--- config.mk ---
export PLATFORM = sky130hd
export DESIGN_NAME = reg_writeback_flat
export DESIGN_NICKNAME = d
export VERILOG_FILES = /design/src/rtl/wb_pkg.sv /design/src/rtl/reg_writeback_if.sv /design/src/rtl/wb_fifo.sv /design/src/rtl/reg_writeback.sv /design/src/flat_wrapper.sv
export SDC_FILE = /design/constraint.sdc
export NUM_CORES = 1
export LEC_CHECK = 0
export BUFFER_PORTS_ARGS = -buffer_cell sky130_fd_sc_hd__buf_2
export CAP_MARGIN = 20
export CORE_ASPECT_RATIO = 0.8
export CORE_MARGIN = 2
export CORE_UTILIZATION = 55
export CTS_CLUSTER_DIAMETER = 200
export DETAILED_ROUTE_END_ITERATION = 7
export GPL_TIMING_DRIVEN = 0
export PLACE_DENSITY = 0.88
export RECOVER_POWER = 50
export SLEW_MARGIN = 40
export SYNTH_ARGS = -nofsm -noshare
export SYNTH_HDL_FRONTEND = slang
export SYNTH_SLANG_ARGS = --single-unit
--- constraint.sdc ---
create_clock -name clk -period 3.7 [get_ports clk]
set_input_delay 0.37 -clock clk [delete_from_list [all_inputs] [get_ports clk]]
set_output_delay 0.37 -clock clk [all_outputs]
set_load 0.02 [all_outputs]
--- src/rtl/wb_pkg.sv ---
// Shared widths, scoreboard counter type and the FIFO entry layout for the write-back stage.
package wb_pkg;
  localparam int DATA_W  = 32;
  localparam int ADDR_W  = 5;
  localparam int Q_DEPTH = 2;
  localparam int CNT_W   = 2;
  localparam int NREG    = 2 ** ADDR_W;

  typedef logic [CNT_W-1:0] pend_cnt_t;
  localparam pend_cnt_t CNT_MAX = '1;

  localparam logic [ADDR_W-1:0] ZERO_REG = '0;

  typedef struct packed {
    logic [ADDR_W-1:0] addr;
    logic [DATA_W-1:0] data;
  } wb_entry_t;
endpackage

--- src/rtl/reg_writeback_if.sv ---
// Write-back stage bus: issue/scoreboard, ALU and load inputs, register-file write port, ID bypass.
interface reg_writeback_if;
  import wb_pkg::*;

  logic              issue_valid;
  logic [ADDR_W-1:0] issue_RDaddr;
  logic              issue_stall;
  logic              alu_valid;
  logic [ADDR_W-1:0] alu_RDaddr;
  logic [DATA_W-1:0] alu_data;
  logic              mem_valid;
  logic              mem_ready;
  logic [ADDR_W-1:0] mem_RDaddr;
  logic [DATA_W-1:0] mem_data;
  logic              RegWrite;
  logic [ADDR_W-1:0] RDaddr;
  logic [DATA_W-1:0] src1;
  logic [ADDR_W-1:0] RSaddr;
  logic [ADDR_W-1:0] RTaddr;
  logic              RSbusy;
  logic              RTbusy;
  logic              RSfwd;
  logic              RTfwd;
  logic [DATA_W-1:0] fwd_data;

  modport slave (
    input  issue_valid, issue_RDaddr, alu_valid, alu_RDaddr, alu_data,
           mem_valid, mem_RDaddr, mem_data, RSaddr, RTaddr,
    output issue_stall, mem_ready, RegWrite, RDaddr, src1,
           RSbusy, RTbusy, RSfwd, RTfwd, fwd_data
  );

  modport master (
    output issue_valid, issue_RDaddr, alu_valid, alu_RDaddr, alu_data,
           mem_valid, mem_RDaddr, mem_data, RSaddr, RTaddr,
    input  issue_stall, mem_ready, RegWrite, RDaddr, src1,
           RSbusy, RTbusy, RSfwd, RTfwd, fwd_data
  );
endinterface

--- src/rtl/wb_fifo.sv ---
// Synchronous FIFO of write-back entries; head visible combinationally, push/pop take effect on posedge.
// Pushes while full are ignored; the caller gates push with !o_full and pop with !o_empty.
module wb_fifo
  import wb_pkg::*;
#(
  parameter int DEPTH = Q_DEPTH
) (
  input  logic      clk,
  input  logic      rst_n,
  input  logic      i_push,
  input  wb_entry_t i_push_dat,
  input  logic      i_pop,
  output wb_entry_t o_pop_dat,
  output logic      o_full,
  output logic      o_empty
);
  localparam int PW = $clog2(DEPTH);

  logic [PW:0] r_wptr;
  logic [PW:0] r_rptr;
  wb_entry_t   r_mem [DEPTH];

  logic w_do_push;
  logic w_do_pop;

  // Extra pointer MSB separates full from empty when the index bits match.
  assign o_empty   = (r_wptr == r_rptr);
  assign o_full    = (r_wptr[PW] != r_rptr[PW]) && (r_wptr[PW-1:0] == r_rptr[PW-1:0]);
  assign o_pop_dat = r_mem[r_rptr[PW-1:0]];
  assign w_do_push = i_push && !o_full;
  assign w_do_pop  = i_pop && !o_empty;

  always_ff @(posedge clk or negedge rst_n) begin
    if (!rst_n) begin
      r_wptr <= '0;
      r_rptr <= '0;
      for (int i = 0; i < DEPTH; i++) r_mem[i] <= '0;
    end else begin
      if (w_do_push) begin
        r_mem[r_wptr[PW-1:0]] <= i_push_dat;
        r_wptr                <= r_wptr + 1'b1;
      end
      if (w_do_pop) r_rptr <= r_rptr + 1'b1;
    end
  end
endmodule

--- src/rtl/reg_writeback.sv ---
// Write-back merge of ALU (1 cycle) and queued loads (>=2 cycles) onto one registered write port.
// ALU always accepted; loads back-pressured by mem_ready when the queue is full. Scoreboard + bypass for ID.
module reg_writeback
  import wb_pkg::*;
(
  input  logic           clk,
  input  logic           rst_n,
  reg_writeback_if.slave bus
);
  wb_entry_t       w_head;
  wb_entry_t       w_push_ent;
  wb_entry_t       w_wr_ent;
  logic            w_full;
  logic            w_empty;
  logic            w_push;
  logic            w_pop;
  logic            w_head_zero;
  logic            w_alu_wr;
  logic            w_wr_en;
  logic [NREG-1:0] w_inc;
  logic [NREG-1:0] w_dec;

  logic              r_regwrite;
  logic [ADDR_W-1:0] r_rdaddr;
  logic [DATA_W-1:0] r_src1;
  pend_cnt_t         r_cnt [NREG];

  assign bus.mem_ready = rst_n && !w_full;
  assign w_push        = bus.mem_valid && bus.mem_ready;
  assign w_push_ent    = '{addr: bus.mem_RDaddr, data: bus.mem_data};

  wb_fifo #(.DEPTH(Q_DEPTH)) u_fifo (
    .clk        (clk),
    .rst_n      (rst_n),
    .i_push     (w_push),
    .i_push_dat (w_push_ent),
    .i_pop      (w_pop),
    .o_pop_dat  (w_head),
    .o_full     (w_full),
    .o_empty    (w_empty)
  );

  assign w_head_zero = !w_empty && (w_head.addr == ZERO_REG);
  assign w_alu_wr    = bus.alu_valid && (bus.alu_RDaddr != ZERO_REG);

  // r0 loads are discarded from the head without claiming the write port.
  always_comb begin
    w_pop    = w_head_zero;
    w_wr_en  = 1'b0;
    w_wr_ent = w_head;
    if (w_alu_wr) begin
      w_wr_en  = 1'b1;
      w_wr_ent = '{addr: bus.alu_RDaddr, data: bus.alu_data};
    end else if (!w_empty && !w_head_zero) begin
      w_pop   = 1'b1;
      w_wr_en = 1'b1;
    end
  end

  always_comb begin
    w_inc = '0;
    w_dec = '0;
    if (bus.issue_valid && (bus.issue_RDaddr != ZERO_REG)) w_inc[bus.issue_RDaddr] = 1'b1;
    if (w_wr_en) w_dec[w_wr_ent.addr] = 1'b1;
  end

  always_ff @(posedge clk or negedge rst_n) begin
    if (!rst_n) begin
      r_regwrite <= 1'b0;
      r_rdaddr   <= '0;
      r_src1     <= '0;
    end else begin
      r_regwrite <= w_wr_en;
      if (w_wr_en) begin
        r_rdaddr <= w_wr_ent.addr;
        r_src1   <= w_wr_ent.data;
      end
    end
  end

  always_ff @(posedge clk or negedge rst_n) begin
    if (!rst_n) begin
      for (int r = 0; r < NREG; r++) r_cnt[r] <= '0;
    end else begin
      for (int r = 0; r < NREG; r++) begin
        if (w_inc[r] && !w_dec[r] && (r_cnt[r] != CNT_MAX))
          r_cnt[r] <= pend_cnt_t'(r_cnt[r] + 1'b1);
        else if (w_dec[r] && !w_inc[r] && (r_cnt[r] != '0))
          r_cnt[r] <= pend_cnt_t'(r_cnt[r] - 1'b1);
      end
    end
  end

  assign bus.RegWrite    = r_regwrite;
  assign bus.RDaddr      = r_rdaddr;
  assign bus.src1        = r_src1;
  assign bus.fwd_data    = r_src1;
  assign bus.issue_stall = (r_cnt[bus.issue_RDaddr] == CNT_MAX);
  assign bus.RSbusy      = (r_cnt[bus.RSaddr] != '0);
  assign bus.RTbusy      = (r_cnt[bus.RTaddr] != '0);
  assign bus.RSfwd       = r_regwrite && (r_rdaddr == bus.RSaddr) && (bus.RSaddr != ZERO_REG);
  assign bus.RTfwd       = r_regwrite && (r_rdaddr == bus.RTaddr) && (bus.RTaddr != ZERO_REG);
endmodule
--- src/flat_wrapper.sv ---
// flat-port wrapper written by rule: the top's interface ports become plain ports
module reg_writeback_flat import wb_pkg::*;
  (clk, rst_n, bus_issue_valid, bus_issue_RDaddr, bus_alu_valid, bus_alu_RDaddr, bus_alu_data, bus_mem_valid, bus_mem_RDaddr, bus_mem_data, bus_RSaddr, bus_RTaddr, bus_issue_stall, bus_mem_ready, bus_RegWrite, bus_RDaddr, bus_src1, bus_RSbusy, bus_RTbusy, bus_RSfwd, bus_RTfwd, bus_fwd_data);
  reg_writeback_if bus_i ();
  input  logic clk;
  input  logic rst_n;
  input wire logic [$bits(bus_i.issue_valid)-1:0] bus_issue_valid;
  input wire logic [$bits(bus_i.issue_RDaddr)-1:0] bus_issue_RDaddr;
  input wire logic [$bits(bus_i.alu_valid)-1:0] bus_alu_valid;
  input wire logic [$bits(bus_i.alu_RDaddr)-1:0] bus_alu_RDaddr;
  input wire logic [$bits(bus_i.alu_data)-1:0] bus_alu_data;
  input wire logic [$bits(bus_i.mem_valid)-1:0] bus_mem_valid;
  input wire logic [$bits(bus_i.mem_RDaddr)-1:0] bus_mem_RDaddr;
  input wire logic [$bits(bus_i.mem_data)-1:0] bus_mem_data;
  input wire logic [$bits(bus_i.RSaddr)-1:0] bus_RSaddr;
  input wire logic [$bits(bus_i.RTaddr)-1:0] bus_RTaddr;
  output wire logic [$bits(bus_i.issue_stall)-1:0] bus_issue_stall;
  output wire logic [$bits(bus_i.mem_ready)-1:0] bus_mem_ready;
  output wire logic [$bits(bus_i.RegWrite)-1:0] bus_RegWrite;
  output wire logic [$bits(bus_i.RDaddr)-1:0] bus_RDaddr;
  output wire logic [$bits(bus_i.src1)-1:0] bus_src1;
  output wire logic [$bits(bus_i.RSbusy)-1:0] bus_RSbusy;
  output wire logic [$bits(bus_i.RTbusy)-1:0] bus_RTbusy;
  output wire logic [$bits(bus_i.RSfwd)-1:0] bus_RSfwd;
  output wire logic [$bits(bus_i.RTfwd)-1:0] bus_RTfwd;
  output wire logic [$bits(bus_i.fwd_data)-1:0] bus_fwd_data;
  assign bus_i.issue_valid = bus_issue_valid;
  assign bus_i.issue_RDaddr = bus_issue_RDaddr;
  assign bus_i.alu_valid = bus_alu_valid;
  assign bus_i.alu_RDaddr = bus_alu_RDaddr;
  assign bus_i.alu_data = bus_alu_data;
  assign bus_i.mem_valid = bus_mem_valid;
  assign bus_i.mem_RDaddr = bus_mem_RDaddr;
  assign bus_i.mem_data = bus_mem_data;
  assign bus_i.RSaddr = bus_RSaddr;
  assign bus_i.RTaddr = bus_RTaddr;
  assign bus_issue_stall = bus_i.issue_stall;
  assign bus_mem_ready = bus_i.mem_ready;
  assign bus_RegWrite = bus_i.RegWrite;
  assign bus_RDaddr = bus_i.RDaddr;
  assign bus_src1 = bus_i.src1;
  assign bus_RSbusy = bus_i.RSbusy;
  assign bus_RTbusy = bus_i.RTbusy;
  assign bus_RSfwd = bus_i.RSfwd;
  assign bus_RTfwd = bus_i.RTfwd;
  assign bus_fwd_data = bus_i.fwd_data;
  reg_writeback u_core (.clk(clk), .rst_n(rst_n), .bus(bus_i));
endmodule
==> results of run 1 <==
-- cells by family after synthesis --
| group | count (synthesis) |
|---|---|
| mux | 204 |
| simple gates | 333 |
| buf+inv | 94 |
| xor+xnor | 13 |
| compound gates | 217 |
| flops | 180 |
-- power by group through the flow --
stage               Clock (mW)  Combinational (mW)  Sequential (mW)
global route              1.98                4.92             3.63
global placement             0                4.43             3.46
finish                    1.89                4.59             3.54
floorplan                    0                3.22             3.56
CTS                       1.90                4.62             3.50
detailed placement           0                4.59             3.52
-- routing by layer --
metal  track usage, %  vias up  wire (µm)
li1                 -     4200          -
met1             38.0     4614      12200
met2             44.7      446      14200
met3             6.19       98       2550
met4             9.69        0        827
met5                0        -          0
-- repair_timing --
action,CTS,global route
hold buffers,1,0
endpoints found under the hold margin,33,0
setup endpoints to repair,0,0
buffers inserted,0,0
-- worst reg2reg max path: cells and delay by family, from the launching register on --
family | cells | cell delay, ps
muxes | 1 | 420
and+or+nand+nor | 2 | 240
buffers and inverters | 3 | 960
DFF | 1 | 430
AOI/OAI and AO/OA | 1 | 130
xor gates and xnor gates | 1 | 160
-- state kept, by name (all words and copies together), names as in the netlist --
name / count
u_core.bus.fwd_data: 32
u_core.bus.RegWrite: 1
u_core.u_fifo.r_rptr: 2
u_core.u_fifo.r_mem: 74
u_core.r_cnt: 64
u_core.u_fifo.r_wptr: 2
u_core.bus.RDaddr: 5
-- worst max-delay path by stage --
stage,from,endpoint,slack [ps],cells after the start
after floorplan,bus_issue_RDaddr[1],bus_issue_stall,1250,5
after global placement,rst_n,u_core.u_fifo.r_mem[57]$_DFFE_PN0P_,-1470,7
after detailed placement,bus_issue_RDaddr[1],bus_issue_stall,580,7
after CTS,bus_issue_RDaddr[1],bus_issue_stall,580,7
after global routing,bus_issue_RDaddr[1],bus_issue_stall,480,7
final,bus_issue_RDaddr[1],bus_issue_stall,530,7
-- area by class of cell --
type | instances | area (µm²) | area share [%]
Tap cell | 264 | 330 | 2.55
Clock buffer | 17 | 425 | 3.29
Inverter | 3 | 13.8 | 0.106
Timing Repair Buffer | 167 | 828 | 6.40
Multi-Input combinational cell | 767 | 6080 | 47.0
Antenna cell | 2 | 5.00 | 0.0387
Clock inverter | 15 | 191 | 1.48
Buffer | 91 | 561 | 4.33
Sequential cell | 180 | 4500 | 34.8
-- cells in the final DEF, fill, tap and decap left out, types with 10 or more instances in the layout --
master and count:
sky130_fd_sc_hd__mux2i_1 77, sky130_fd_sc_hd__and4_1 16, sky130_fd_sc_hd__clkbuf_1 64, sky130_fd_sc_hd__nand2_1 93, sky130_fd_sc_hd__a21oi_1 67, sky130_fd_sc_hd__o22a_1 31, sky130_fd_sc_hd__mux2_2 100, sky130_fd_sc_hd__clkbuf_16 17
sky130_fd_sc_hd__a221oi_1 10, sky130_fd_sc_hd__o21ai_0 30, sky130_fd_sc_hd__buf_2 139, sky130_fd_sc_hd__buf_4 34, sky130_fd_sc_hd__dfrtp_1 180, sky130_fd_sc_hd__nor2_1 106, sky130_fd_sc_hd__a21boi_0 22, sky130_fd_sc_hd__nor2b_1 18
sky130_fd_sc_hd__mux4_2 26, sky130_fd_sc_hd__nor3_4 22, sky130_fd_sc_hd__nor3_1 35
==> impl_metrics.sql, run 1 <==
INSERT INTO impl_metrics (metric_group, metric, value, unit) VALUES
('global_routing', 'global_route.overflow_total', '0', ''),
('place', 'place_ws', '583', 'ps'),
('global_routing', 'grt_pass1_wl', '47600', 'µm'),
('logic_synthesis', 'multiplexer_share_of_the_synthesized_area', '22.4', '%'),
('floorplan', 'die_h', '131', 'µm'),
('clock_network', 'clk_path_buf_depth', '2', ''),
('logic_synthesis', 'synth_enable_flop_cells', '0', ''),
('global_routing', 'grt_max_degree', '77', ''),
('critical_path', 'crit-reg2reg-launch', 'u_core.u_fifo.r_rptr[0]$_DFFE_PN0P_', ''),
('critical_path', 'cp_slowest_cell', 'sky130_fd_sc_hd__buf_1', ''),
('logic_synthesis', 'synth.area.top_cells', 'sky130_fd_sc_hd__dfrtp_1 (40%), sky130_fd_sc_hd__mux2_2 (10%), sky130_fd_sc_hd__mux2i_1 (6.9%)', ''),
('global_routing', 'groute.usage.overall', '28.1', '%'),
('clock_network', 'cts.repair.resized', '0', ''),
('sta', 'final.min_clock_period', '3170', 'ps'),
('critical_path', 'worstPathBufferInverterCount', '4', ''),
('clock_network', 'h-tree-depth', '4', ''),
('logic_synthesis', 'synth.net_count', '1135', ''),
('logic_synthesis', 'synth_commonest_cells', 'sky130_fd_sc_hd__dfrtp_1 (180), sky130_fd_sc_hd__nor2_1 (106), sky130_fd_sc_hd__mux2_2 (100)', ''),
('sta', 'setup_total_negative_slack', '0', 'ps'),
('finish', 'final_core_utilization', '65.2', '%'),
('sta', 'report.final.setup_viol', '0', ''),
('flow_run', 'max_cap_viol_count', '1', ''),
('floorplan', 'initial_core_util', '56.1', '%'),
('power_and_ir_drop', 'pleak', '5.77', 'nW'),
('routing', 'drt_pass1_iterations', '6', ''),
('critical_path', 'rrSetupSlack', '1260', 'ps'),
('critical_path', 'worst_path_dominant_cell_family', 'buffers and inverters', ''),
('finish', 'final_cell_count_no_fill', '1506', ''),
('routing', 'vias_per_cell', '6.21', ''),
('critical_path', 'crit_path_max_incr_delay', '640', 'ps'),
('place', 'finalWeightedCongestion', '0.979', ''),
('critical_path', 'startpoint_type', 'input port', ''),
('sta', 'relSlewSlack', '-24.9', '%'),
('sta', 'max_freq', '0.315', 'GHz'),
('floorplan', 'placementRows', '46', ''),
('floorplan', 'ios', '170', ''),
('logic_synthesis', 'synth_compound_area_share', '14.1', '%'),
('logic_synthesis', 'avgSynthCellArea', '10.7', 'µm²'),
('logic_synthesis', 'mapped_area', '11100', 'µm²'),
('logic_synthesis', 'commonest_register_cell_after_synthesis', 'sky130_fd_sc_hd__dfrtp_1', ''),
('power_and_ir_drop', 'power.switching_fraction', '42.1', '%'),
('routing', 'post-route-drc-count', '0', ''),
('clock_network', 'tritoncts', 'yes', ''),
('sta', 'timing.final.crit_share', '85.7', '%'),
('place', 'number_of_placed_instances_taps_included', '1471', ''),
('logic_synthesis', 'synth_top_family_by_area', 'multiplexers', ''),
('power_and_ir_drop', 'combinational_group_share_of_total_power', '45.8', '%'),
('power_and_ir_drop', 'power.total', '10.0', 'mW'),
('clock_network', 'cts-root-buf', 'sky130_fd_sc_hd__clkbuf_16', ''),
('clock_network', 'cts_num_sinks', '180', ''),
('sta', 'layout_setup_ws', '529', 'ps'),
('routing', 'wl', '29800', 'µm'),
('critical_path', 'critical-path-top-cell-by-count', 'sky130_fd_sc_hd__buf_2', ''),
('critical_path', 'timing.rr.end', 'u_core.u_fifo.r_mem[60]$_DFFE_PN0P_', ''),
('logic_synthesis', 'post_synth_xor_area_fraction', '1.02', '%'),
('clock_network', 'cts_made_buffers', '17', ''),
('finish', 'fillerInstances', '1561', ''),
('sta', 'final_max_slew_viol_count', '73', ''),
('logic_synthesis', 'synth.yosys.warnings', '0', ''),
('critical_path', 'timing.critical_path.required', '3330', 'ps'),
('logic_synthesis', 'post_synth_fa_ha_maj_area_fraction', '0', '%'),
('min_path', 'min-delay-start', 'bus_mem_data[11]', ''),
('global_routing', 'grt_pass1_vias', '9280', ''),
('power_and_ir_drop', 'ir_drop', '461', 'µV'),
('status', 'status', 'complete, but fails checks', ''),
('status', 'failed_checks', 'capacitance limit, slew limit', ''),
('place', 'placed_area', '12400', 'µm²'),
('logic_synthesis', 'synth_largest_area_cell', 'sky130_fd_sc_hd__dfrtp_1', ''),
('critical_path', 'crit_fanout', '10', ''),
('critical_path', 'timing.critical_path.cells', 'buf_2 > buf_2 > buf_1 > mux4_2 > a221oi_1 > a22oi_1 > buf_2', ''),
('global_routing', 'antenna_found_initial', '2', '');
(Power assumes the default switching activity.)
==> inputs of run 2 (changes only) <==
- BUFFER_PORTS_ARGS: -buffer_cell sky130_fd_sc_hd__buf_2 -> default
- DONT_BUFFER_PORTS: default -> 1
- PLACE_DENSITY: 0.88 -> 0.8
==> run 2 against run 1 <==
  * Global-route usage fell by 1.6 points
  * Largest power group unchanged
  * Die area unchanged
  * Hold slack worse by 550 ps
  * Critical path type unchanged
  * Final cell count is 11% lower
  * The run ends with hold timing left
==> impl_metrics.sql, run 2 (synthesis gave the netlist of run 1 again) <==
INSERT INTO impl_metrics (metric_group, metric, value, unit) VALUES
('finish', 'design_area', '12100', 'µm²'),
('clock_network', 'h-tree-depth', '4', ''),
('routing', 'wl', '27800', 'µm'),
('finish', 'fillerInstances', '1606', ''),
('finish', 'multiInputGateArea', '6090', 'µm²'),
('clock_network', 'insertion_delay_of_the_later_clocked_pin_in_the_worst_skew_pair', '440', 'ps'),
('critical_path', 'startpoint_type', 'input port', ''),
('finish', 'nets', '1154', ''),
('power_and_ir_drop', 'ir_drop', '436', 'µV'),
('clock_network', 'cts.repair.resized', '0', ''),
('critical_path', 'crit_path_end_kind', 'primary output', ''),
('sta', 'timing.final.crit_share', '80.7', '%'),
('min_path', 'hold_path.class', 'in2async', ''),
('floorplan', 'ios', '170', ''),
('routing', 'detail_route.iter0.violations', '869', ''),
('flow_run', 'max_cap_viol_count', '0', ''),
('finish', 'final-seq-area', '4500', 'µm²'),
('floorplan', 'initial_core_util', '56.1', '%'),
('floorplan', 'floorplan.die.width', '163', 'µm'),
('clock_network', 'tritoncts', 'yes', ''),
('sta', 'relSlewSlack', '45.7', '%'),
('finish', 'final_core_utilization', '61.0', '%'),
('global_routing', 'global_route.overflow_total', '0', ''),
('global_routing', 'grt_pass1_vias', '8398', ''),
('global_routing', 'grt_max_degree', '182', ''),
('floorplan', 'die_h', '131', 'µm'),
('sta', 'final.min_clock_period', '2990', 'ps'),
('finish', 'regMostFlops', 'u_core.u_fifo.r_mem', ''),
('clock_network', 'cts_setup_buffers', '0', ''),
('power_and_ir_drop', 'power.total', '9.50', 'mW'),
('global_routing', 'groute.usage.overall', '26.4', '%'),
('finish', 'layout.cells.most_common_list', 'sky130_fd_sc_hd__dfrtp_1 (180), sky130_fd_sc_hd__nor2_1 (105), sky130_fd_sc_hd__mux2_2 (100)', ''),
('finish', 'largest_register_ff_count', '74', ''),
('sta', 'hold_violations', '180', ''),
('clock_network', 'cts_num_sinks', '180', ''),
('clock_network', 'worst_setup_hold_path_clk_slew', '90', 'ps'),
('place', 'finalWeightedCongestion', '0.953', ''),
('sta', 'layout_setup_ws', '713', 'ps'),
('clock_network', 'cts_made_buffers', '17', ''),
('sta', 'grt_setup_unrepaired', 'false', ''),
('global_routing', 'grt_pass1_wl', '44800', 'µm'),
('critical_path', 'crit_fanout', '10', ''),
('status', 'status', 'complete, but fails checks', ''),
('routing', 'drt_pass1_iterations', '6', ''),
('finish', 'most_common_cell_after_layout_fill_and_taps_aside', 'sky130_fd_sc_hd__dfrtp_1', ''),
('sta', 'final_max_slew_viol_count', '0', ''),
('routing', 'antenna_left', '0', ''),
('clock_network', 'clk_path_buf_depth', '2', ''),
('place', 'place_ws', '755', 'ps'),
('routing', 'route.detailed.wl_per_inst', '20.8', 'µm'),
('critical_path', 'worstSetupPathType', 'in2out', ''),
('place', 'placed_area', '11500', 'µm²'),
('sta', 'worst-slew-pin-transition', '814', 'ps'),
('routing', 'vias_per_cell', '6.44', ''),
('floorplan', 'placementRows', '46', ''),
('routing', 'num_vias', '8610', ''),
('sta', 'setup_total_negative_slack', '0', 'ps'),
('routing', 'post-route-drc-count', '0', ''),
('sta', 'hold-worst-slack', '-383', 'ps'),
('power_and_ir_drop', 'powerDensity', '784', 'nW/µm²'),
('power_and_ir_drop', 'pleak', '5.19', 'nW'),
('place', 'portBuffers', '0', ''),
('sta', 'worst_setup_skew_after_layout', '25.0', 'ps'),
('global_routing', 'antenna_found_initial', '1', ''),
('place', 'post-dp-hpwl', '20100', 'µm'),
('finish', 'flow.area_growth_from_synthesis', '8.75', '%'),
('floorplan', 'design.core.area', '19900', 'µm²'),
('finish', 'antenna_cells_inserted', '0', ''),
('status', 'failed_checks', 'hold timing', ''),
('critical_path', 'timing.critical_path.required', '3330', 'ps'),
('sta', 'report.final.setup_viol', '0', ''),
('floorplan', 'die_area', '21400', 'µm²'),
('finish', 'post_route_cells_drive_above_1_share', '25.3', '%'),
('sta', 'max_freq', '0.335', 'GHz'),
('critical_path', 'worstPathArrival', '2620', 'ps'),
('clock_network', 'cts-root-buf', 'sky130_fd_sc_hd__clkbuf_16', '');
[run 2: changes by cell type in the layout (fill, tap and decap cells not counted), moves of 2 or more]
cell                         before  now
sky130_fd_sc_hd__buf_2          139   12
sky130_fd_sc_hd__clkbuf_1        64   28
sky130_fd_sc_hd__clkinvlp_4       2    0
sky130_fd_sc_hd__diode_2          2    0
sky130_fd_sc_hd__inv_6            3    5
sky130_fd_sc_hd__inv_8            3    1
[run 2: area by class of cell]
cell class | count | share of cell area [%]
clock buffer | 18 | 3.63
inverter | 3 | 0.114
clock inverter | 14 | 1.47
buffer | 91 | 4.63
tap | 264 | 2.73
sequential | 180 | 37.2
multi-input combinational | 767 | 50.3
[run 2: final timing paths]
| check | from | end | slack, ps | depth (start not counted) |
|---|---|---|---|---|
| setup / recovery | bus_issue_RDaddr[1] | bus_issue_stall | 710 | 5 |
| hold / removal | rst_n | u_core.bus.fwd_data[9]$_DFFE_PN0P_ | -380 | 0 |
| setup reg to reg | u_core.u_fifo.r_rptr[0]$_DFFE_PN0P_ | u_core.u_fifo.r_mem[58]$_DFFE_PN0P_ | 960 | 8 |
| hold reg to reg | u_core.u_fifo.r_wptr[1]$_DFFE_PN0P_ | u_core.u_fifo.r_wptr[1]$_DFFE_PN0P_ | 500 | 1 |
| max in group asynchronous | rst_n | u_core.u_fifo.r_mem[36]$_DFFE_PN0P_ | 3810 | 0 |
| min in group clk | bus_mem_data[13] | u_core.u_fifo.r_mem[13]$_DFFE_PN0P_ | 80 | 1 |
[run 2: stage by stage]
step / std cells / hold WS (ps)
finish: 1337 / -383
global route: 1337 / -406
CTS: 1337 / -398
detailed placement: 1305 / 76.7
global placement: 1305 / 78.5
floorplan: 1041 / 74.4
[run 2: worst max-delay path, cell delays in order]
cell                       delay, ps
sky130_fd_sc_hd__buf_2           280
sky130_fd_sc_hd__buf_1           660
sky130_fd_sc_hd__mux4_2          620
sky130_fd_sc_hd__a221oi_1        380
sky130_fd_sc_hd__a22oi_1         290
[run 2: metal layers]
metal	global-route usage [%]	vias to the layer above	part of all wire, %	routed length (µm)
met5	0	-	0.047	13
met4	8.01	2	2.2	615
met3	7.58	66	9.4	2610
met2	40.7	398	47	13000
met1	36.3	4285	41	11500
li1	-	3859	-	-
[run 2: power by group]
part	leakage (nW)	internal [mW]	total, mW	switching, mW
logic	2.65	1.81	3.85	2.05
clock network	0.298	0.939	1.86	0.920
registers	2.24	2.78	3.78	1.01
